$ cat src/rtl/fc_result_writer.sv
// FC layer back end: round, shift, optional ReLU and saturate each accumulator
// result, then scatter the bytes across SRAM e0~e4 in the next layer's layout.
module fc_result_writer #(
  parameter int DATA_WIDTH             = 8,
  parameter int ACC_WIDTH              = 32,
  parameter int SHIFT                  = 8,
  parameter int DATA_NUM_PER_SRAM_ADDR = 4,
  parameter int BANK_NUM               = 5,
  parameter int ADDR_WIDTH             = 10
) (
  input  logic                              clk,
  input  logic                              srst,
  input  logic                              start,
  input  logic [9:0]                        out_num,
  input  logic                              relu_en,
  input  logic                              in_valid,
  input  logic [ACC_WIDTH-1:0]              in_data,
  output logic                              in_ready,
  output logic                              sram_write_enable_e0,
  output logic                              sram_write_enable_e1,
  output logic                              sram_write_enable_e2,
  output logic                              sram_write_enable_e3,
  output logic                              sram_write_enable_e4,
  output logic [DATA_NUM_PER_SRAM_ADDR-1:0] sram_bytemask_e,
  output logic [ADDR_WIDTH-1:0]             sram_waddr_e,
  output logic [DATA_WIDTH-1:0]             sram_wdata_e,
  output logic                              busy,
  output logic                              done
);

  localparam int STAGES = 2;
  localparam int CW     = 10;
  localparam int LW     = (DATA_NUM_PER_SRAM_ADDR > 1) ? $clog2(DATA_NUM_PER_SRAM_ADDR) : 1;
  localparam int BW     = (BANK_NUM > 1) ? $clog2(BANK_NUM) : 1;

  localparam logic [LW-1:0] LANE_LAST = LW'(DATA_NUM_PER_SRAM_ADDR - 1);
  localparam logic [BW-1:0] BANK_LAST = BW'(BANK_NUM - 1);

  localparam logic signed [ACC_WIDTH:0] RND  = {{ACC_WIDTH{1'b0}}, 1'b1} << (SHIFT - 1);
  localparam logic signed [ACC_WIDTH:0] MAXV = {{(ACC_WIDTH + 2 - DATA_WIDTH){1'b0}},
                                                {(DATA_WIDTH - 1){1'b1}}};
  localparam logic signed [ACC_WIDTH:0] MINV = ~MAXV;

  localparam logic [DATA_NUM_PER_SRAM_ADDR-1:0] LANE0_OH = {1'b1, {(DATA_NUM_PER_SRAM_ADDR-1){1'b0}}};
  localparam logic [BANK_NUM-1:0]               BANK0_OH = {{(BANK_NUM-1){1'b0}}, 1'b1};

  typedef enum logic [1:0] {IDLE, RUN, FLUSH, DONE} state_t;

  state_t state, state_nxt;

  logic [CW-1:0]  out_num_r;
  logic [CW-1:0]  acc_cnt;
  logic           relu_r;
  logic           fire;
  logic           start_ok;
  logic [STAGES:1] vld_pipe;

  logic signed [ACC_WIDTH:0] acc_ext, rnd_sum, rnd_shr;
  logic signed [ACC_WIDTH:0] s1, clip;

  logic [LW-1:0]          lane_cnt;
  logic [BW-1:0]          bank_cnt;
  logic [ADDR_WIDTH-1:0]  waddr_cnt;
  logic [DATA_NUM_PER_SRAM_ADDR-1:0] lane_oh_r;
  logic [BANK_NUM-1:0]    bank_oh_r;
  logic [BANK_NUM-1:0]    we_n;
  logic [ADDR_WIDTH-1:0]  waddr_r;
  logic [DATA_WIDTH-1:0]  wdata_r;

  assign fire     = in_valid & in_ready;
  assign start_ok = start & (state == IDLE);

  // ---------------------------------------------------------------- control
  always_comb begin
    state_nxt = state;
    case (state)
      IDLE:  if (start) state_nxt = (out_num == '0) ? DONE : RUN;
      RUN:   if (fire && (acc_cnt + 1'b1) == out_num_r) state_nxt = FLUSH;
      // Only stage 1 matters: the output stage drains in the same cycle we leave.
      FLUSH: if (!vld_pipe[1]) state_nxt = DONE;
      DONE:  state_nxt = IDLE;
      default: state_nxt = IDLE;
    endcase
  end

  always_ff @(posedge clk) begin
    if (srst) begin
      state     <= IDLE;
      acc_cnt   <= '0;
      out_num_r <= '0;
      relu_r    <= 1'b0;
    end else begin
      state <= state_nxt;
      if (start_ok) begin
        out_num_r <= out_num;
        relu_r    <= relu_en;
        acc_cnt   <= '0;
      end else if (fire) begin
        acc_cnt <= acc_cnt + 1'b1;
      end
    end
  end

  assign in_ready = (state == RUN);
  assign busy     = (state != IDLE);
  assign done     = (state == DONE);

  // ---------------------------------------------------------------- stage 1
  // Round half up: add half an LSB of the shifted result, then floor-shift.
  always_comb begin
    acc_ext = {in_data[ACC_WIDTH-1], in_data};
    rnd_sum = acc_ext + RND;
    rnd_shr = rnd_sum >>> SHIFT;
  end

  always_ff @(posedge clk) begin
    if (srst) begin
      vld_pipe <= '0;
      s1       <= '0;
    end else begin
      vld_pipe <= {vld_pipe[STAGES-1:1], fire};
      if (fire) s1 <= rnd_shr;
    end
  end

  // ---------------------------------------------------------------- stage 2
  always_comb begin
    clip = s1;
    if (relu_r && s1[ACC_WIDTH]) clip = '0;
    if (clip > MAXV)      clip = MAXV;
    else if (clip < MINV) clip = MINV;
  end

  // lane/bank/waddr counters track the index of the next byte to be written
  always_ff @(posedge clk) begin
    if (srst) begin
      lane_cnt  <= '0;
      bank_cnt  <= '0;
      waddr_cnt <= '0;
      lane_oh_r <= '0;
      bank_oh_r <= '0;
      waddr_r   <= '0;
      wdata_r   <= '0;
    end else if (start_ok) begin
      lane_cnt  <= '0;
      bank_cnt  <= '0;
      waddr_cnt <= '0;
    end else if (vld_pipe[1]) begin
      lane_oh_r <= LANE0_OH >> lane_cnt;
      bank_oh_r <= BANK0_OH << bank_cnt;
      waddr_r   <= waddr_cnt;
      wdata_r   <= clip[DATA_WIDTH-1:0];
      if (lane_cnt == LANE_LAST) begin
        lane_cnt <= '0;
        if (bank_cnt == BANK_LAST) begin
          bank_cnt  <= '0;
          waddr_cnt <= waddr_cnt + 1'b1;
        end else begin
          bank_cnt <= bank_cnt + 1'b1;
        end
      end else begin
        lane_cnt <= lane_cnt + 1'b1;
      end
    end
  end

  // strobes are gated by the output-stage valid so they last exactly one cycle
  assign we_n            = ~(bank_oh_r & {BANK_NUM{vld_pipe[2]}});
  assign sram_bytemask_e = ~(lane_oh_r & {DATA_NUM_PER_SRAM_ADDR{vld_pipe[2]}});
  assign sram_waddr_e    = waddr_r;
  assign sram_wdata_e    = wdata_r;

  assign sram_write_enable_e0 = we_n[0];
  assign sram_write_enable_e1 = we_n[1];
  assign sram_write_enable_e2 = we_n[2];
  assign sram_write_enable_e3 = we_n[3];
  assign sram_write_enable_e4 = we_n[4];

endmodule

$ cat config.mk
export PLATFORM = sky130hd
export DESIGN_NAME = fc_result_writer
export DESIGN_NICKNAME = d
export VERILOG_FILES = /design/src/rtl/fc_result_writer.sv
export SDC_FILE = /design/constraint.sdc
export NUM_CORES = 1
export LEC_CHECK = 0
export CORE_UTILIZATION = 53
export CTS_BUF_LIST = sky130_fd_sc_hd__clkbuf_16
export DETAILED_ROUTE_END_ITERATION = 12
export PLACE_DENSITY = 0.92
export SYNTH_ARGS = -nofsm -noshare
export SYNTH_HDL_FRONTEND = slang
export SYNTH_SLANG_ARGS = --single-unit
$ cat constraint.sdc
create_clock -name clk -period 2.25 [get_ports clk]
set_input_delay 0.45 -clock clk [delete_from_list [all_inputs] [get_ports clk]]
set_output_delay 0.45 -clock clk [all_outputs]
set_load 0.03 [all_outputs]
-- After elaboration in Yosys (flattened, before gate mapping)
Index checks and enable logic that the tools add are counted.
Widths: inputs -> output; s select.
- memories: 0
- RAM bits: 0
- latch bits: 0
- register bits: 92
- ROM bits: 0
- input port bits: 47
- output and inout bits: 30
- logic and storage cells: 58
- bitwise logic cells: 7
- $mul: 0
- add/subtract/negate cells: 5
- div/mod/pow operators: 0
- order comparisons: 2
- reductions and logical operators: 10
- muxes and demuxes: 10
- shift operators: 2
- equality and inequality tests: 9
- operator list (operator ; number):
    $add 32x9->33 const B ; 1
    $gt 33x8->1 const B ; 1
    $lt 33x8->1 const B ; 1
    $mux 33 ; 1
    $add 10x1->10 const B ; 2
    $mux 8 ; 2
    $eq 10x10->1 ; 1
    $logic_not 10->1 ; 1
    $mux 2 ; 5
    $pmux 2 s4 ; 1
    $eq 2x2->1 const B ; 3
    $reduce_and 3->1 ; 2
    $and 5x5->5 ; 1
    $not 5->5 ; 1
    $shl 1x3->5 const A ; 1
    $and 4x4->4 ; 1
    $ne 2x2->1 const B ; 2
    $not 4->4 ; 1
    $reduce_and 2->1 ; 2
    $shr 4x2->4 const A ; 1
    $add 3x1->3 const B ; 1
    $eq 3x3->1 const B ; 1
    $mux 3 ; 1
    $add 2x1->2 const B ; 1
    8 further kinds ; 10

-- Logic depth before layout (Yosys ltp)
Gate-level depths: netlist of run 1.
- word-level depth: 5
- gate-level depth with buffers: 9
- mapped depth without buffers: 8

-- Least setup slack after synthesis of run 1
OpenSTA, ideal clock, no wires.
- path type: reg2reg
- start: reg state[1]
- end: reg state[1]
- slack: 0.006 ns
- required time: 2.117 ns
- setup time: 0.133 ns
- stages on the path, launching flop included: 10
- clock period less this slack: 2.244 ns
- path buffers: 1
- data arrival time: 2.111 ns
- cells stage by stage: dfxtp_1 -> inv_1 -> ha_1 -> and2_1 -> clkbuf_1 -> o2111ai_1 -> a2111oi_2 -> nand4_1 -> a221oi_1 -> a311oi_1
- word-level cells in the longest chain between the ends: 5
- elaborated cells on any way between the ends: 11
- classes of those cells: eq/ne: 6; mux: 1; bitwise: 1; reduce/logical: 3
- RTL lines (what ; RTL line ; text):
    start: declaration ; 49 ; state_t state, state_nxt;
    start signal: assignment ; 93 ; state <= state_nxt;
    $eq 2x1->1 (*) ; 104 ; assign in_ready = (state == RUN);
    via in_ready ; 18 ; output logic in_ready,
    $and 1x1->1 ; 70 ; assign fire = in_valid & in_ready;
    $logic_and 1x1->1 ; 78 ; RUN: if (fire && (acc_cnt + 1'b1) == out_num_r) state_nxt = FLUSH;
    $ne 2x1->1 (no source line) ; -- ;
    $reduce_and 3->1 (no source line) ; -- ;
The timed path passes the listed nets; every way through them passes the cells marked *.
A chain may end at the register's enable or synchronous reset.

-- Worst setup path in the final report of run 1
- start: reg acc_cnt[0]
- end: reg state[1]
- word-level cells in the longest chain between the ends: 5
- RTL lines (what ; RTL line ; text):
    start: declaration ; 52 ; logic [CW-1:0] acc_cnt;
    start signal: assignment ; 99 ; acc_cnt <= acc_cnt + 1'b1;
    $add 10x1->10 ; 78 ;
    $eq 10x10->1 ; 78 ;
    $logic_and 1x1->1 ; 78 ;
    $ne 2x1->1 (no source line) ; -- ;
    $reduce_and 3->1 (no source line) ; -- ;
Every way passes these cells.

==> results of run 1 <==
[worst max-delay path: stages, from the launching register on]
cell      delay [ns]
dfxtp_2         0.40
ha_2            0.25
nand3_1         0.12
or2_2           0.33
o31ai_1         0.23
nand4_1         0.27
buf_4           0.23
a311oi_2        0.26
[through the flow]
stage / cells / power [uW]
finish: 722 / 4630
global route: 722 / 4840
CTS: 722 / 4560
detailed placement: 706 / 3050
global placement: 706 / 2980
floorplan: 533 / 2670
[synth_stat cells, types with 2 or more instances]
| library cell | n | share of area [%] |
|---|---|---|
| nand2_1 | 96 | 8.3 |
| nand2b_1 | 3 | 0.43 |
| nor3_1 | 3 | 0.34 |
| a211oi_1 | 30 | 5.2 |
| and3_1 | 14 | 2.0 |
| ha_1 | 17 | 4.9 |
| o211ai_1 | 3 | 0.52 |
| nand3_1 | 18 | 2.1 |
| mux2i_1 | 3 | 0.69 |
| a311oi_1 | 4 | 0.80 |
| xnor2_1 | 26 | 5.2 |
| clkbuf_1 | 23 | 2.0 |
| buf_1 | 2 | 0.17 |
| nand4_1 | 12 | 1.7 |
| dfxtp_1 | 92 | 42 |
| a21oi_1 | 38 | 4.4 |
| and4_1 | 2 | 0.40 |
| o21ai_0 | 5 | 0.57 |
| nor4_1 | 8 | 1.1 |
| nor3b_1 | 2 | 0.34 |
| and2_1 | 3 | 0.43 |
| nor2_1 | 69 | 5.9 |
| xor2_1 | 24 | 4.8 |
| or3_1 | 4 | 0.57 |
| inv_1 | 12 | 1.0 |
| nand3b_1 | 2 | 0.34 |
[metal layers]
layer  track usage, %  vias up  part of all wire, %
met2             46.4      150                   52
met5                0        -                    0
met4             13.3        0                  2.9
met3             3.69       28                  5.2
met1             28.3     1919                   39
li1                 -     2003                    -
[logic make-up after synthesis]
| group | synth area share, % |
|---|---|
| mux | 0.689 |
| xor+xnor | 10.1 |
| flops | 42.3 |
| buf+inv | 3.30 |
| compound gates | 13.4 |
| simple gates | 25.4 |
| fa+ha+maj | 4.88 |
[report_power, final]
| group | internal [uW] | switching, uW |
|---|---|---|
| Combinational | 471 | 661 |
| Clock | 867 | 653 |
| Sequential | 1820 | 167 |
| Total | 3150 | 1480 |
[worst min-delay path by stage]
stage	startpoint	end	depth (start not counted)	slack, ns
final	sram_waddr_e[5]	sram_waddr_e[5]	2	0.45
after global placement	sram_waddr_e[5]	sram_waddr_e[5]	2	0.44
after floorplan	bank_oh_r[3]	bank_oh_r[3]	2	0.44
after global routing	sram_waddr_e[5]	sram_waddr_e[5]	2	0.47
after CTS	sram_waddr_e[6]	sram_waddr_e[6]	2	0.46
after detailed placement	sram_waddr_e[6]	sram_waddr_e[6]	2	0.45
[cell type report]
cell class	instances	area [um^2]
multi-input cells	403	2430
inverters	12	45.0
flip-flops and latches	92	1850
well taps	102	128
repair buffers	97	895
clock buffers	9	225
fillers	571	2200
clock inverters	7	73.8
[sequential cells by signal, indices dropped and copies added, names as in the netlist]
signal	cells
s1	25
acc_cnt	10
sram_waddr_e	10
out_num_r	10
relu_r	1
bank_cnt	3
vld_pipe	2
bank_oh_r	5
state	2
sram_wdata_e	8
lane_oh_r	4
lane_cnt	2
waddr_cnt	10
[repair_timing]
action | in CTS | in global routing
pin swaps | 0 | 2
gates resized for setup | 1 | 15
setup endpoints to repair | 1 | 2
==> results.sh, run 1 <==
export IMPL_outcome="completed"
export IMPL_grtUsageTotal_pct=25.4
export IMPL_max_cap_violations=0
export IMPL_design_final_nets=679
export IMPL_layout_cells_most_common_list="96 x nand2_1, 87 x dfxtp_1, 69 x nor2_1"
export IMPL_drt_first_iter_violations=253
export IMPL_worst_endpoint_required_ns=2.50
export IMPL_dp_final_hpwl_um=7470
export IMPL_htreeDepth=3
export IMPL_floorplan_rows=32
export IMPL_grt_pass1_wl_um=17300
export IMPL_critPathLaunchType="register"
export IMPL_synth_warnings=0
export IMPL_max_clock_freq_mhz=457
export IMPL_detailroute_via_count=4100
export IMPL_hold_ws_ns=0.454
export IMPL_first_global_vias=3874
export IMPL_max_slew_margin_pct=63.1
export IMPL_place_congestion=0.871
export IMPL_die_area_mm2=0.00859
export IMPL_finalWorstSetupSlack_ns=0.0637
export IMPL_crit_reg2reg_capture="state[1]"
export IMPL_syn_cell_area_mm2=0.00436
export IMPL_core_ar_mm2=0.00785
export IMPL_floorplan_die_width_um=92.7
export IMPL_worst_setup_path_endpoint="state[1]"
export IMPL_worst_r2r_setup_slack_ns=0.06
export IMPL_end_kind="register"
export IMPL_worstHoldPathType="reg2reg"
export IMPL_timing_reg2reg_worst_path_depth=7
export IMPL_tritoncts_clock_tree="built"
export IMPL_synth_top_flop_cell="dfxtp_1"
export IMPL_syn_num_nets=597
export IMPL_drt_wirelength_per_cell_um=15.0
export IMPL_final_setup_skew_ns=0.00432
export IMPL_finalInstanceArea_mm2=0.00564
export IMPL_syn_instance_count=533
export IMPL_commonest_non_fill_non_tap_cell_in_the_layout="nand2_1"
export IMPL_worst_setup_path_category="reg2reg"
export IMPL_clock_sinks=92
export IMPL_via_density_per_instance=5.68
export IMPL_fin_crit_ns=2.19
export IMPL_fin_crit_sh_pct=97.2
export IMPL_wl_um=10800
export IMPL_cts_hold_repair_buffers=0
export IMPL_critical_path_startpoint="acc_cnt[0]"
export IMPL_crit_fanout=5
export IMPL_cts_max_path_buffers=2
export IMPL_port_buffer_cells=69
export IMPL_number_of_endpoints_failing_setup_at_the_final_stage=0
export IMPL_fin_util_pct=71.9
export IMPL_post_synth_cell_area_avg_um2=8.17
export IMPL_report_final_hold_viol_count=0
export IMPL_die_h_um=92.7
export IMPL_number_of_antenna_violations_at_the_first_check_in_global_routing=0
export IMPL_clk_root_buffer_cell="clkbuf_16"
export IMPL_timing_worst_slew_pin_value_ns=0.550
export IMPL_post_dp_cell_area_mm2=0.00528
export IMPL_post_cts_setup_buffer_count=0
export IMPL_dr_pass1_iters=4
export IMPL_ys_seq_elements=92
export IMPL_finalSetupTns_ns=0
export IMPL_clkTransAtPathRegs_ns=0.06
export IMPL_synth_seq_area_share_pct=42.3
export IMPL_worst_ir_drop_vdd_mv=0.432
export IMPL_global_route_overflow_total=0
export IMPL_areaGrowthSynthToFinish_pct=29.6
export IMPL_antennaDiodeCount=0
export IMPL_worstSkewPairLatency_ns=0.34
export IMPL_placement_setup_worst_slack_ns=-0.146
export IMPL_synth_enable_flop_cells=0
export IMPL_top_level_ports=77
export IMPL_grt_start_max_net_pins=52
export IMPL_leakage_uw=0.00197
export IMPL_timing_final_max_slew_violations=0
export IMPL_worstPathArrival_ns=2.43
export IMPL_ys_types=44
export IMPL_synth_async_sr_flop_share_pct=0
export IMPL_worstReg2RegStart="acc_cnt[0]"
export IMPL_tritoncts_num_buffers=9
export IMPL_drcViolationCount=0
export IMPL_start_util_pct=55.5
export IMPL_drive_above_1_share_pct=10.0
export IMPL_drtAntennaViolNets=0
export IMPL_power_density_mw_per_mm2=821
Power figures use the tool's default switching activity.
==> run 2: changes to the inputs <==
--- a/config.mk
+++ b/config.mk
@@ -5,10 +5,10 @@
 export SDC_FILE = /design/constraint.sdc
 export NUM_CORES = 1
 export LEC_CHECK = 0
-export CORE_UTILIZATION = 53
+export CORE_UTILIZATION = 30
 export CTS_BUF_LIST = sky130_fd_sc_hd__clkbuf_16
 export DETAILED_ROUTE_END_ITERATION = 12
-export PLACE_DENSITY = 0.92
+export PLACE_DENSITY = 0.62
 export SYNTH_ARGS = -nofsm -noshare
 export SYNTH_HDL_FRONTEND = slang
 export SYNTH_SLANG_ARGS = --single-unit
==> results.sh, run 2 (same netlist as run 1, synthesis figures left out) <==
export IMPL_outcome="completed"
export IMPL_worst_setup_path_category="reg2reg"
export IMPL_drtAntennaViolNets=0
export IMPL_max_slew_margin_pct=66.8
export IMPL_layout_cells_most_common_list="96 x nand2_1, 90 x dfxtp_1, 69 x nor2_1"
export IMPL_top_level_ports=77
export IMPL_worstHoldPathType="reg2reg"
export IMPL_clk_root_buffer_cell="clkbuf_16"
export IMPL_die_area_mm2=0.0150
export IMPL_grt_start_max_net_pins=52
export IMPL_grt_setup_unrepaired="false"
export IMPL_worst_endpoint_required_ns=2.49
export IMPL_timing_critical_path_slowest_cell_delay_ns=0.39
export IMPL_port_buffer_cells=69
export IMPL_number_of_endpoints_failing_setup_at_the_final_stage=0
export IMPL_p_sw_share_pct=29.9
export IMPL_grt_pass1_wl_um=15800
export IMPL_crit_fanout=6
export IMPL_critical_path_top_delay_family="simple AND/OR/NAND/NOR gates"
export IMPL_final_setup_skew_ns=0.0108
export IMPL_hold_ws_ns=0.457
export IMPL_first_global_vias=3516
export IMPL_floorplan_die_width_um=123
export IMPL_dr_pass1_iters=4
export IMPL_sequential_cell_fraction_of_total_power_pct=42.3
export IMPL_drt_wirelength_per_cell_um=12.1
export IMPL_nFillCells=1394
export IMPL_finalWorstSetupSlack_ns=0.112
export IMPL_drcViolationCount=0
export IMPL_clkTransAtPathRegs_ns=0.06
export IMPL_cts_max_path_buffers=2
export IMPL_worst_ir_drop_vdd_mv=0.307
export IMPL_die_h_um=123
export IMPL_wl_um=9620
export IMPL_fin_crit_sh_pct=95.0
export IMPL_timing_worst_slew_pin_value_ns=0.494
export IMPL_leakage_uw=0.00197
export IMPL_critPathLaunchType="register"
export IMPL_post_cts_setup_buffer_count=0
export IMPL_floorplan_rows=43
export IMPL_detailroute_via_count=3821
export IMPL_placement_setup_worst_slack_ns=-0.115
export IMPL_finalInstanceArea_mm2=0.00569
export IMPL_end_kind="register"
export IMPL_tritoncts_clock_tree="built"
export IMPL_finish_cell_count_without_fillers=796
export IMPL_internal_power_uw=3250
export IMPL_max_cap_violations=0
export IMPL_timing_final_max_slew_violations=0
export IMPL_post_dp_cell_area_mm2=0.00536
export IMPL_largest_register_ff_count=25
export IMPL_crit_buf_inv=1
export IMPL_number_of_antenna_violations_at_the_first_check_in_global_routing=0
export IMPL_clock_sinks=92
export IMPL_tritoncts_num_buffers=9
export IMPL_dpl_cell_count=780
export IMPL_max_flop_register="s1"
export IMPL_place_congestion=0.824
export IMPL_timing_critical_path_slowest_stage_cell="dfxtp_1"
export IMPL_pwr_share_clk_pct=34.9
export IMPL_start_util_pct=31.0
export IMPL_core_ar_mm2=0.0140
export IMPL_grtUsageTotal_pct=13.3
export IMPL_comb_power_share_pct=22.8
export IMPL_htreeDepth=3
export IMPL_global_route_overflow_total=0
export IMPL_via_density_per_instance=4.80
export IMPL_max_clock_freq_mhz=468
export IMPL_antennaDiodeCount=0
export IMPL_power_net_switching_uw=1390
export IMPL_design_final_nets=675
export IMPL_commonest_non_fill_non_tap_cell_in_the_layout="nand2_1"
export IMPL_report_final_hold_viol_count=0
export IMPL_dp_final_hpwl_um=7330
export IMPL_worstPathArrival_ns=2.38
export IMPL_finalSetupTns_ns=0
export IMPL_power_density_mw_per_mm2=814
export IMPL_areaGrowthSynthToFinish_pct=30.7
export IMPL_drive_above_1_share_pct=7.63
export IMPL_worstSkewPairLatency_ns=0.35
export IMPL_cts_hold_repair_buffers=0
export IMPL_fin_crit_ns=2.14
export IMPL_crit_path_cell_trace="nand3_2 -> or3_1 -> a2111oi_2 -> nand4_1 -> buf_4 -> a311oi_2"
export IMPL_drt_first_iter_violations=166
-- run 2: cell count changes in the layout (fill, tap and decap cells not counted), sizes merged --
cell / change
buf: -4
clkinv: -2
bufinv: +1
clkdlybuf4s50: -1
clkinvlp: +1
dlymetal6s2s: +1
-- run 2: tightest hold or removal path, delay by kind of cell (launching register included) --
kind	cells	cell delay, ns
flip-flops	1	0.31
AND/OR/NAND/NOR	1	0.05
AO/OA/AOI/OAI	1	0.05
-- run 2: power by group through the flow --
| stage | logic [uW] | clock network, uW | registers, uW |
|---|---|---|---|
| 6_report | 1060 | 1620 | 1960 |
| 3_5_place_dp | 1050 | 0 | 2000 |
| 3_3_place_gp | 1030 | 0 | 1990 |
| 4_1_cts | 1050 | 1660 | 1960 |
| 5_1_grt | 1170 | 1740 | 1980 |
| 2_1_floorplan | 690 | 0 | 1980 |
-- run 2: final cells by class --
cell class	instances	area, um^2	share of cell area (%)
Clock buffer	9	225	3.96
Clock inverter	7	96.3	1.69
Inverter	12	45.0	0.791
Multi-Input combinational cell	403	2380	41.8
Sequential cell	92	1840	32.4
Tap cell	180	225	3.96
Timing Repair Buffer	93	880	15.5
-- run 2: routing by layer --
layer / track usage [%] / vias to the layer above / share of wire (%)
met5: 0 / - / 0
met4: 4.04 / 0 / 1.2
met3: 3.81 / 10 / 4.1
met2: 23.2 / 69 / 49
met1: 15.8 / 1752 / 46
li1: - / 1990 / -
-- run 2: path summary, 6_finish.rpt --
kind / from / slack, ns / end / cells past startpoint
worst max-delay path: acc_cnt[1] / 0.11 / state[0] / 6
worst min-delay path: sram_waddr_e[8] / 0.46 / sram_waddr_e[8] / 2
worst max register to register: acc_cnt[1] / 0.11 / state[0] / 6
worst min register to register: sram_waddr_e[8] / 0.46 / sram_waddr_e[8] / 2
-- run 2: per-stage QoR --
stage | util (%) | power (uW)
2_1_floorplan | - | 2670
3_3_place_gp | 38.2 | 3020
3_5_place_dp | 38.2 | 3050
4_1_cts | 40.5 | 4680
5_1_grt | 40.5 | 4890
6_report | 40.5 | 4630
-- run 2: what timing repair did --
item	CTS	global route
setup endpoints to repair	1	3
gates resized for setup	1	4
pin swaps	0	1
cloned	0	0
==> run 3: changes to the inputs <==
--- a/config.mk
+++ b/config.mk
@@ -8,7 +8,9 @@
 export CORE_UTILIZATION = 30
 export CTS_BUF_LIST = sky130_fd_sc_hd__clkbuf_16
 export DETAILED_ROUTE_END_ITERATION = 12
-export PLACE_DENSITY = 0.62
+export DONT_BUFFER_PORTS = 1
+export PLACE_DENSITY = 0.56
+export REMOVE_ABC_BUFFERS = 1
 export SYNTH_ARGS = -nofsm -noshare
 export SYNTH_HDL_FRONTEND = slang
 export SYNTH_SLANG_ARGS = --single-unit
==> results.sh, run 3 (same netlist as run 1, synthesis figures left out) <==
export IMPL_min_delay_start="srst"
export IMPL_fin_crit_ns=2.07
export IMPL_cts_max_path_buffers=2
export IMPL_number_of_endpoints_failing_setup_at_the_final_stage=0
export IMPL_timing_final_max_slew_violations=0
export IMPL_drcViolationCount=0
export IMPL_fin_util_pct=34.9
export IMPL_worst_setup_path_category="reg2reg"
export IMPL_clock_sinks=92
export IMPL_holdPathStages=1
export IMPL_worst_endpoint_required_ns=2.47
export IMPL_detailroute_via_count=3514
export IMPL_total_power_uw=4230
export IMPL_drive_above_1_share_pct=7.92
export IMPL_finish_cell_count_without_fillers=723
export IMPL_timing_reg2reg_worst_path_depth=7
export IMPL_worst_r2r_setup_slack_ns=0.18
export IMPL_nFillCells=1459
export IMPL_commonest_non_fill_non_tap_cell_in_the_layout="nand2_1"
export IMPL_critical_path_startpoint="acc_cnt[0]"
export IMPL_die_area_mm2=0.0150
export IMPL_internal_power_uw=2900
export IMPL_floorplan_rows=43
export IMPL_floorplan_die_width_um=123
export IMPL_crit_fanout=5
export IMPL_end_point_of_the_worst_hold_path="out_num_r[7]"
export IMPL_number_of_antenna_violations_at_the_first_check_in_global_routing=0
export IMPL_worstPathArrival_ns=2.29
export IMPL_place_congestion=0.782
export IMPL_start_util_pct=31.0
export IMPL_timing_critical_path_slowest_cell_delay_ns=0.37
export IMPL_power_net_switching_uw=1320
export IMPL_max_clock_freq_mhz=483
export IMPL_worst_ir_drop_vdd_mv=0.371
export IMPL_timing_worst_slew_pin_value_ns=0.465
export IMPL_dpl_cell_count=706
export IMPL_end_kind="register"
export IMPL_die_h_um=123
export IMPL_areaGrowthSynthToFinish_pct=12.6
export IMPL_comb_power_share_pct=20.0
export IMPL_design_final_nets=602
export IMPL_clkTransAtPathRegs_ns=0.06
export IMPL_drtAntennaViolNets=0
export IMPL_drt_wirelength_per_cell_um=13.1
export IMPL_grt_start_max_net_pins=69
export IMPL_final_setup_skew_ns=0.00501
export IMPL_core_ar_mm2=0.0140
export IMPL_crit_path_cell_trace="ha_2 -> nand3_1 -> or2_2 -> o31ai_1 -> nand4_1 -> a221oi_1 -> a311oi_1"
export IMPL_top_level_ports=77
export IMPL_pwr_share_clk_pct=32.8
export IMPL_wl_um=9490
export IMPL_power_density_mw_per_mm2=862
export IMPL_antennaDiodeCount=0
export IMPL_first_global_vias=3364
export IMPL_p_sw_share_pct=31.3
export IMPL_drt_first_iter_violations=130
export IMPL_tritoncts_num_buffers=9
export IMPL_crit_reg2reg_capture="state[1]"
export IMPL_port_buffer_cells=0
export IMPL_global_route_overflow_total=0
export IMPL_finalInstanceArea_mm2=0.00491
export IMPL_htreeDepth=3
export IMPL_hold_ws_ns=0.189
export IMPL_max_cap_violations=0
export IMPL_max_flop_register="s1"
export IMPL_report_final_hold_viol_count=0
export IMPL_max_slew_margin_pct=69.0
export IMPL_leakage_uw=0.00164
export IMPL_layout_cells_most_common_list="96 x nand2_1, 90 x dfxtp_1, 69 x nor2_1"
export IMPL_largest_register_ff_count=25
export IMPL_grt_pass1_wl_um=15800
export IMPL_timing_critical_path_slowest_stage_cell="dfxtp_2"
export IMPL_worstHoldPathType="in2reg"
export IMPL_worstReg2RegStart="acc_cnt[0]"
export IMPL_via_density_per_instance=4.86
export IMPL_worstSkewPairLatency_ns=0.35
export IMPL_clk_root_buffer_cell="clkbuf_16"
export IMPL_dr_pass1_iters=4
export IMPL_tritoncts_clock_tree="built"
export IMPL_critPathLaunchType="register"
export IMPL_outcome="completed"
export IMPL_grtUsageTotal_pct=13.5
export IMPL_dp_final_hpwl_um=7050
export IMPL_fin_crit_sh_pct=92.1
export IMPL_sequential_cell_fraction_of_total_power_pct=47.3
export IMPL_post_dp_cell_area_mm2=0.00463
==> run 3: changes by cell type in the layout (fill, tap and decap cells not counted), moves of 2 or more <==
cell and delta:
clkinv_2 +4, clkdlybuf4s50_1 -66, buf_4 -3, bufinv_16 -2
inv_6 -2
==> run 3: worst max-delay path: cells and delay by family (launching register included) <==
| family | cells | cell delay (ns) |
|---|---|---|
| adders and majority gates | 1 | 0.24 |
| DFF | 1 | 0.37 |
| AOI/OAI and AO/OA | 3 | 0.68 |
| and+or+nand+nor | 3 | 0.66 |
==> run 3: power groups by stage <==
stage	Sequential, uW	Combinational (uW)	Clock (uW)
floorplan	1990	641	0
global placement	2030	837	0
detailed placement	2040	857	0
CTS	2000	859	1440
global route	2030	959	1490
finish	2000	845	1380
==> run 3: worst max-delay path by stage <==
stage | to | slack [ns] | cells after the start
2_1_floorplan | state[1] | -0.79 | 8
3_3_place_gp | state[1] | 0.18 | 7
3_5_place_dp | state[1] | 0.05 | 7
4_1_cts | state[1] | 0.03 | 7
5_1_grt | state[1] | -0.003 | 8
6_report | state[1] | 0.18 | 7
==> run 3: final cells by class <==
cell class,instances,area [um^2],area share (%)
clock buffer,9,225,4.59
multi-input combinational,403,2370,48.4
inverter,12,45.0,0.918
tap,180,225,4.59
timing repair buffer,20,150,3.06
sequential,92,1840,37.6
clock inverter,7,43.8,0.892
==> run 3: stage by stage <==
stage | TNS (ns) | setup WS [ns]
final | 0 | 0.178
after global routing | -0.00270 | -0.00270
after CTS | 0 | 0.0254
after detailed placement | 0 | 0.0460
after global placement | 0 | 0.176
after floorplan | -1.60 | -0.794
==> run 3: repair_timing <==
| action | CTS | global route |
|---|---|---|
| resized for setup | 0 | 3 |
| buffers inserted | 0 | 1 |
| endpoints found under the setup margin | 0 | 2 |
| endpoints found under the hold margin | 0 | 0 |
| hold buffers | 0 | 0 |
==> run 3: layer usage <==
layer,track usage (%),share of wire (%),vias to the layer above
met3,4.55,4.9,12
li1,-,-,1842
met2,22.9,48,57
met4,5.49,1.5,0
met1,15.6,46,1603
met5,0,0,-
==> edit 1 (settings of run 1) <==
Change the parameter `DATA_NUM_PER_SRAM_ADDR` from 4 to 2.
--- a/src/rtl/fc_result_writer.sv
+++ b/src/rtl/fc_result_writer.sv
@@ -6,3 +6,3 @@
   parameter int SHIFT                  = 8,
-  parameter int DATA_NUM_PER_SRAM_ADDR = 4,
+  parameter int DATA_NUM_PER_SRAM_ADDR = 2,
   parameter int BANK_NUM               = 5,
Interface: changed (resized sram_bytemask_e); port bits go from 77 to 75. The function was not compared with the original's and may differ.
==> edit 1 against run 1 <==
Combinational power decreased by 27%. Area after synthesis decreased by 3.4%. Power decreased by 9.1%. Largest cell class unchanged. First-iteration DRC count decreased by 15%. Critical path type unchanged. Critical path depth unchanged. Global-route usage increased by 1.6 points. Worst hold slack got worse by 0.00095 ns. Worst setup slack improved by 0.055 ns. Wire length decreased by 2.3%. Final cell count decreased by 1.2%. Sequential cell count decreased by 3. Final area decreased by 1.9%.
==> edit 1: results (changes against run 1) <==
dp_slack_ns: -0.224  # -0.0774 ns
portBuffers: 67  # -2.9%
place.gp.congestion: 0.834  # -4.3%
status: "finished clean"
drive_gt1_share_pct: 10.8  # +0.80 points
vdd_ir_drop_max_uv: 676  # +56%
cp.arrival_ns: 2.36  # -0.07 ns
grt_pass1_wl_um: 18000  # +3.9%
syn_inst: 514  # -3.6%
wl_um: 10600  # -2.3%
ys_seq_area_share_pct: 42.3  # +0.069 points
critPathMaxFanout: 6  # +1
synthTopCellsByCount: "dfxtp_1 (89), nand2_1 (84), nor2_1 (73), a21oi_1 (36), a211oi_1 (30)"
vias: 4064  # -0.88%
worst_pin_slew_ns: 0.536  # -0.0141 ns
yosys-top-cells-area: "dfxtp_1 (42%), nand2_1 (7.5%), nor2_1 (6.5%), xnor2_1 (6.0%), a211oi_1 (5.4%)"
finalClockSkew_ns: 0.00448  # +0.000151 ns
drt-pass1-iter-count: 5  # +1
detailed_place_hpwl_um: 7240  # -3.0%
clockBufferDepth: 2  # unchanged
first_global_vias: 4043  # +4.4%
fill_cells: 563  # -1.4%
grtUsageTotal_pct: 26.9  # +1.6 points
p_leak_uw: 0.00203  # +3.3%
ys_types: 45  # +2.3%
synth_nets: 574  # -3.9%
drtIter0Drc: 216  # -15%
nNetsFinal: 666  # -1.9%
## edit 1: final timing paths
check             slack, ns              end
hold reg to reg        0.45  sram_waddr_e[5]
hold / removal         0.45  sram_waddr_e[5]
setup / recovery       0.12         state[1]
setup reg to reg       0.12         state[1]
## edit 1: critical path, stage by stage (launching register included)
cell and delay (ns):
dfxtp_1 0.37, ha_1 0.30, and3_1 0.22, a311oi_1 0.30
a31oi_1 0.09, a21oi_1 0.22, a21o_1 0.18, mux2_2 0.33
## edit 1: layer usage
layer / share of wire (%) / GRT usage [%]
met1: 40 / 30.0
met2: 51 / 47.5
met3: 5.1 / 5.70
met4: 4.1 / 15.3
met5: 0 / 0
## edit 1: cell families after synthesis
| family | count (synthesis) | share of synthesized area, % |
|---|---|---|
| simple gates | 235 | 26.0 |
| flops | 89 | 42.3 |
| compound gates | 83 | 12.6 |
| xor+xnor | 53 | 11.0 |
| buf+inv | 39 | 3.69 |
| fa+ha+maj | 13 | 3.87 |
| mux | 2 | 0.505 |
## edit 1: power by group
part,internal (µW),switching (µW)
sequential,1700,101
combinational,361,468
clock,962,617
total,3020,1190
## edit 1: layout make-up
| cell class | instances | area, µm² | area share [%] |
|---|---|---|---|
| Multi-Input combinational cell | 386 | 2290 | 41.3 |
| Sequential cell | 89 | 1780 | 32.2 |
| Timing Repair Buffer | 107 | 980 | 17.7 |
| Clock buffer | 9 | 225 | 4.07 |
| Tap cell | 102 | 128 | 2.30 |
| Clock inverter | 7 | 87.6 | 1.58 |
| Inverter | 13 | 48.8 | 0.881 |
## edit 1: repair_timing
action,CTS,global route
resized for setup,1,5
buffers inserted,0,0
pin swaps,0,0
endpoints found under the setup margin,1,3
==> edit 2 (settings of run 1) <==
Made on the original files. Make the reset (`srst`) asynchronous in 3 clocked blocks.
--- a/src/rtl/fc_result_writer.sv
+++ b/src/rtl/fc_result_writer.sv
@@ -85,3 +85,3 @@
 
-  always_ff @(posedge clk) begin
+  always_ff @(posedge clk or posedge srst) begin
     if (srst) begin
@@ -115,3 +115,3 @@
 
-  always_ff @(posedge clk) begin
+  always_ff @(posedge clk or posedge srst) begin
     if (srst) begin
@@ -134,3 +134,3 @@
   // lane/bank/waddr counters track the index of the next byte to be written
-  always_ff @(posedge clk) begin
+  always_ff @(posedge clk or posedge srst) begin
     if (srst) begin
Behaviour: differs if srst is asserted again (counterexample within 4 cycles, from zero or initial values and one cycle with srst high); with srst held inactive, the same outputs for 10 cycles.
==> edit 2 against run 1 <==
Area after synthesis up 6.9%. Worst setup slack worse by 0.044 ns. Worst hold slack gained 0.023 ns. Die area is 6.7% higher. Sequential cell count stayed put. Clock power rose by 6%. Wire length decreased by 1.3%. Power increased by 36%. Combinational power grew 88%. Critical path depth up 2. Utilization rose by 0.28 points. Final area is 6.7% higher.
==> edit 2: results (changes against run 1) <==
synth-xor-area-share_pct: 9.22  # -0.83 points
routedWlPerCell_um: 14.7  # -2.1%
yosys-top-cells-area: "dfrtp_1 (49%), nand2_1 (12%), xor2_1 (5.1%), ha_1 (4.6%), xnor2_1 (4.1%)"
critPathMaxFanout: 4  # -1
ys_seq_area_share_pct: 49.4  # +7.2 points
first_global_vias: 3994  # +3.1%
cp_slowest_cell: "clkdlybuf4s50_1"
grt_max_degree: 93  # +79%
detailed_place_hpwl_um: 7080  # -5.2%
post_drt_via_cell_ratio: 5.50  # -3.2%
path_clk_slew_ns: 0.07
grt_pass1_wl_um: 17700  # +2.5%
status: "finished clean"
slew_headroom_pct: 46.4  # -17 points
cp.arrival_ns: 2.47  # +0.04 ns
ys_types: 40  # -9.1%
place.gp.congestion: 0.877  # +0.71%
muxShareOfSynthArea_pct: 1.53  # +0.84 points
synth_nets: 589  # -1.3%
nNetsFinal: 682  # +0.44%
synth_adder_area_share_pct: 4.57  # -0.31 points
dp_slack_ns: -0.340  # -0.194 ns
drive_gt1_share_pct: 9.79  # -0.21 points
core-area_um2: 8340  # +6.3%
vdd_ir_drop_max_uv: 699  # +62%
synth-compound-area-share_pct: 7.66  # -5.8 points
grtUsageTotal_pct: 25.2  # -0.18 points
synthTopCellsByCount: "nand2_1 (153), dfrtp_1 (92), nor2_1 (44), o21ai_0 (38), xor2_1 (27)"
dpl_cell_area_um2: 5640  # +6.7%
drtIter0Drc: 245  # -3.2%
ys_async_sr_fraction_pct: 100  # +100 points
p_leak_uw: 0.00271  # +38%
finalClockSkew_ns: 0.00681  # +0.00248 ns
max_stage_delay_ns: 0.51  # +0.11 ns
edit 2: changes by cell type after synthesis, sizes merged, moves of 22 or more:
cell	delta
a211oi	-30
dfxtp	-92
dfrtp	+92
nor2	-25
o21ai	+33
a21oi	-22
nand2	+57
edit 2: cells by family after synthesis:
family          after synthesis
compound gates               64
xor+xnor                     49
fa+ha+maj                    17
buf+inv                      36
flops                        92
mux                           7
simple gates                260
edit 2: what timing repair did:
action	4_1_cts	5_1_grt
pin swaps	0	5
buffers inserted	0	4
endpoints found under the setup margin	3	12
resized for setup	2	9
cloned	0	0
edit 2: where the power goes:
part / switching (µW) / internal (µW)
Clock: 638 / 970
Combinational: 1270 / 858
Sequential: 411 / 2170
edit 2: area by class of cell:
type / instances / area (µm²)
Fill cell: 593 / 2320
Sequential cell: 92 / 2300
Multi-Input combinational cell: 397 / 2260
Timing Repair Buffer: 102 / 952
Clock buffer: 9 / 225
Tap cell: 105 / 131
Clock inverter: 7 / 90.1
Inverter: 16 / 63.8
edit 2: stage by stage:
step | TNS (ns) | utilization, % | instances
floorplan | 0 | - | 525
global placement | -1.74 | 67.6 | 708
detailed placement | -2.45 | 67.6 | 708
CTS | 0 | 71.4 | 724
global route | -0.116 | 72.2 | 728
finish | 0 | 72.2 | 728
edit 2: worst paths after layout:
path,endpoint,cells after the start,slack [ns],startpoint
min,sram_waddr_e[7],2,0.48,sram_waddr_e[7]
max in group asynchronous,out_num_r[4],3,1.30,srst
min reg2reg,sram_waddr_e[7],2,0.48,sram_waddr_e[7]
max reg2reg,state[0],7,0.09,acc_cnt[1]
min in group asynchronous,sram_wdata_e[5],3,0.58,srst
max,s1[18],9,0.02,in_data[7]
edit 2: routing by layer:
layer | global-route usage (%) | wire length, µm | part of all wire (%)
met2 | 43.3 | 5340 | 50
met1 | 30.3 | 4630 | 43
met5 | 0 | 0 | 0
met4 | 11.9 | 292 | 2.7
met3 | 5.06 | 439 | 4.1
edit 2: critical path, delay by kind of cell:
family / cells / cell delay, ns
AO/OA/AOI/OAI: 1 / 0.19
XOR/XNOR: 1 / 0.13
buffers and inverters: 3 / 0.82
AND/OR/NAND/NOR: 4 / 0.87
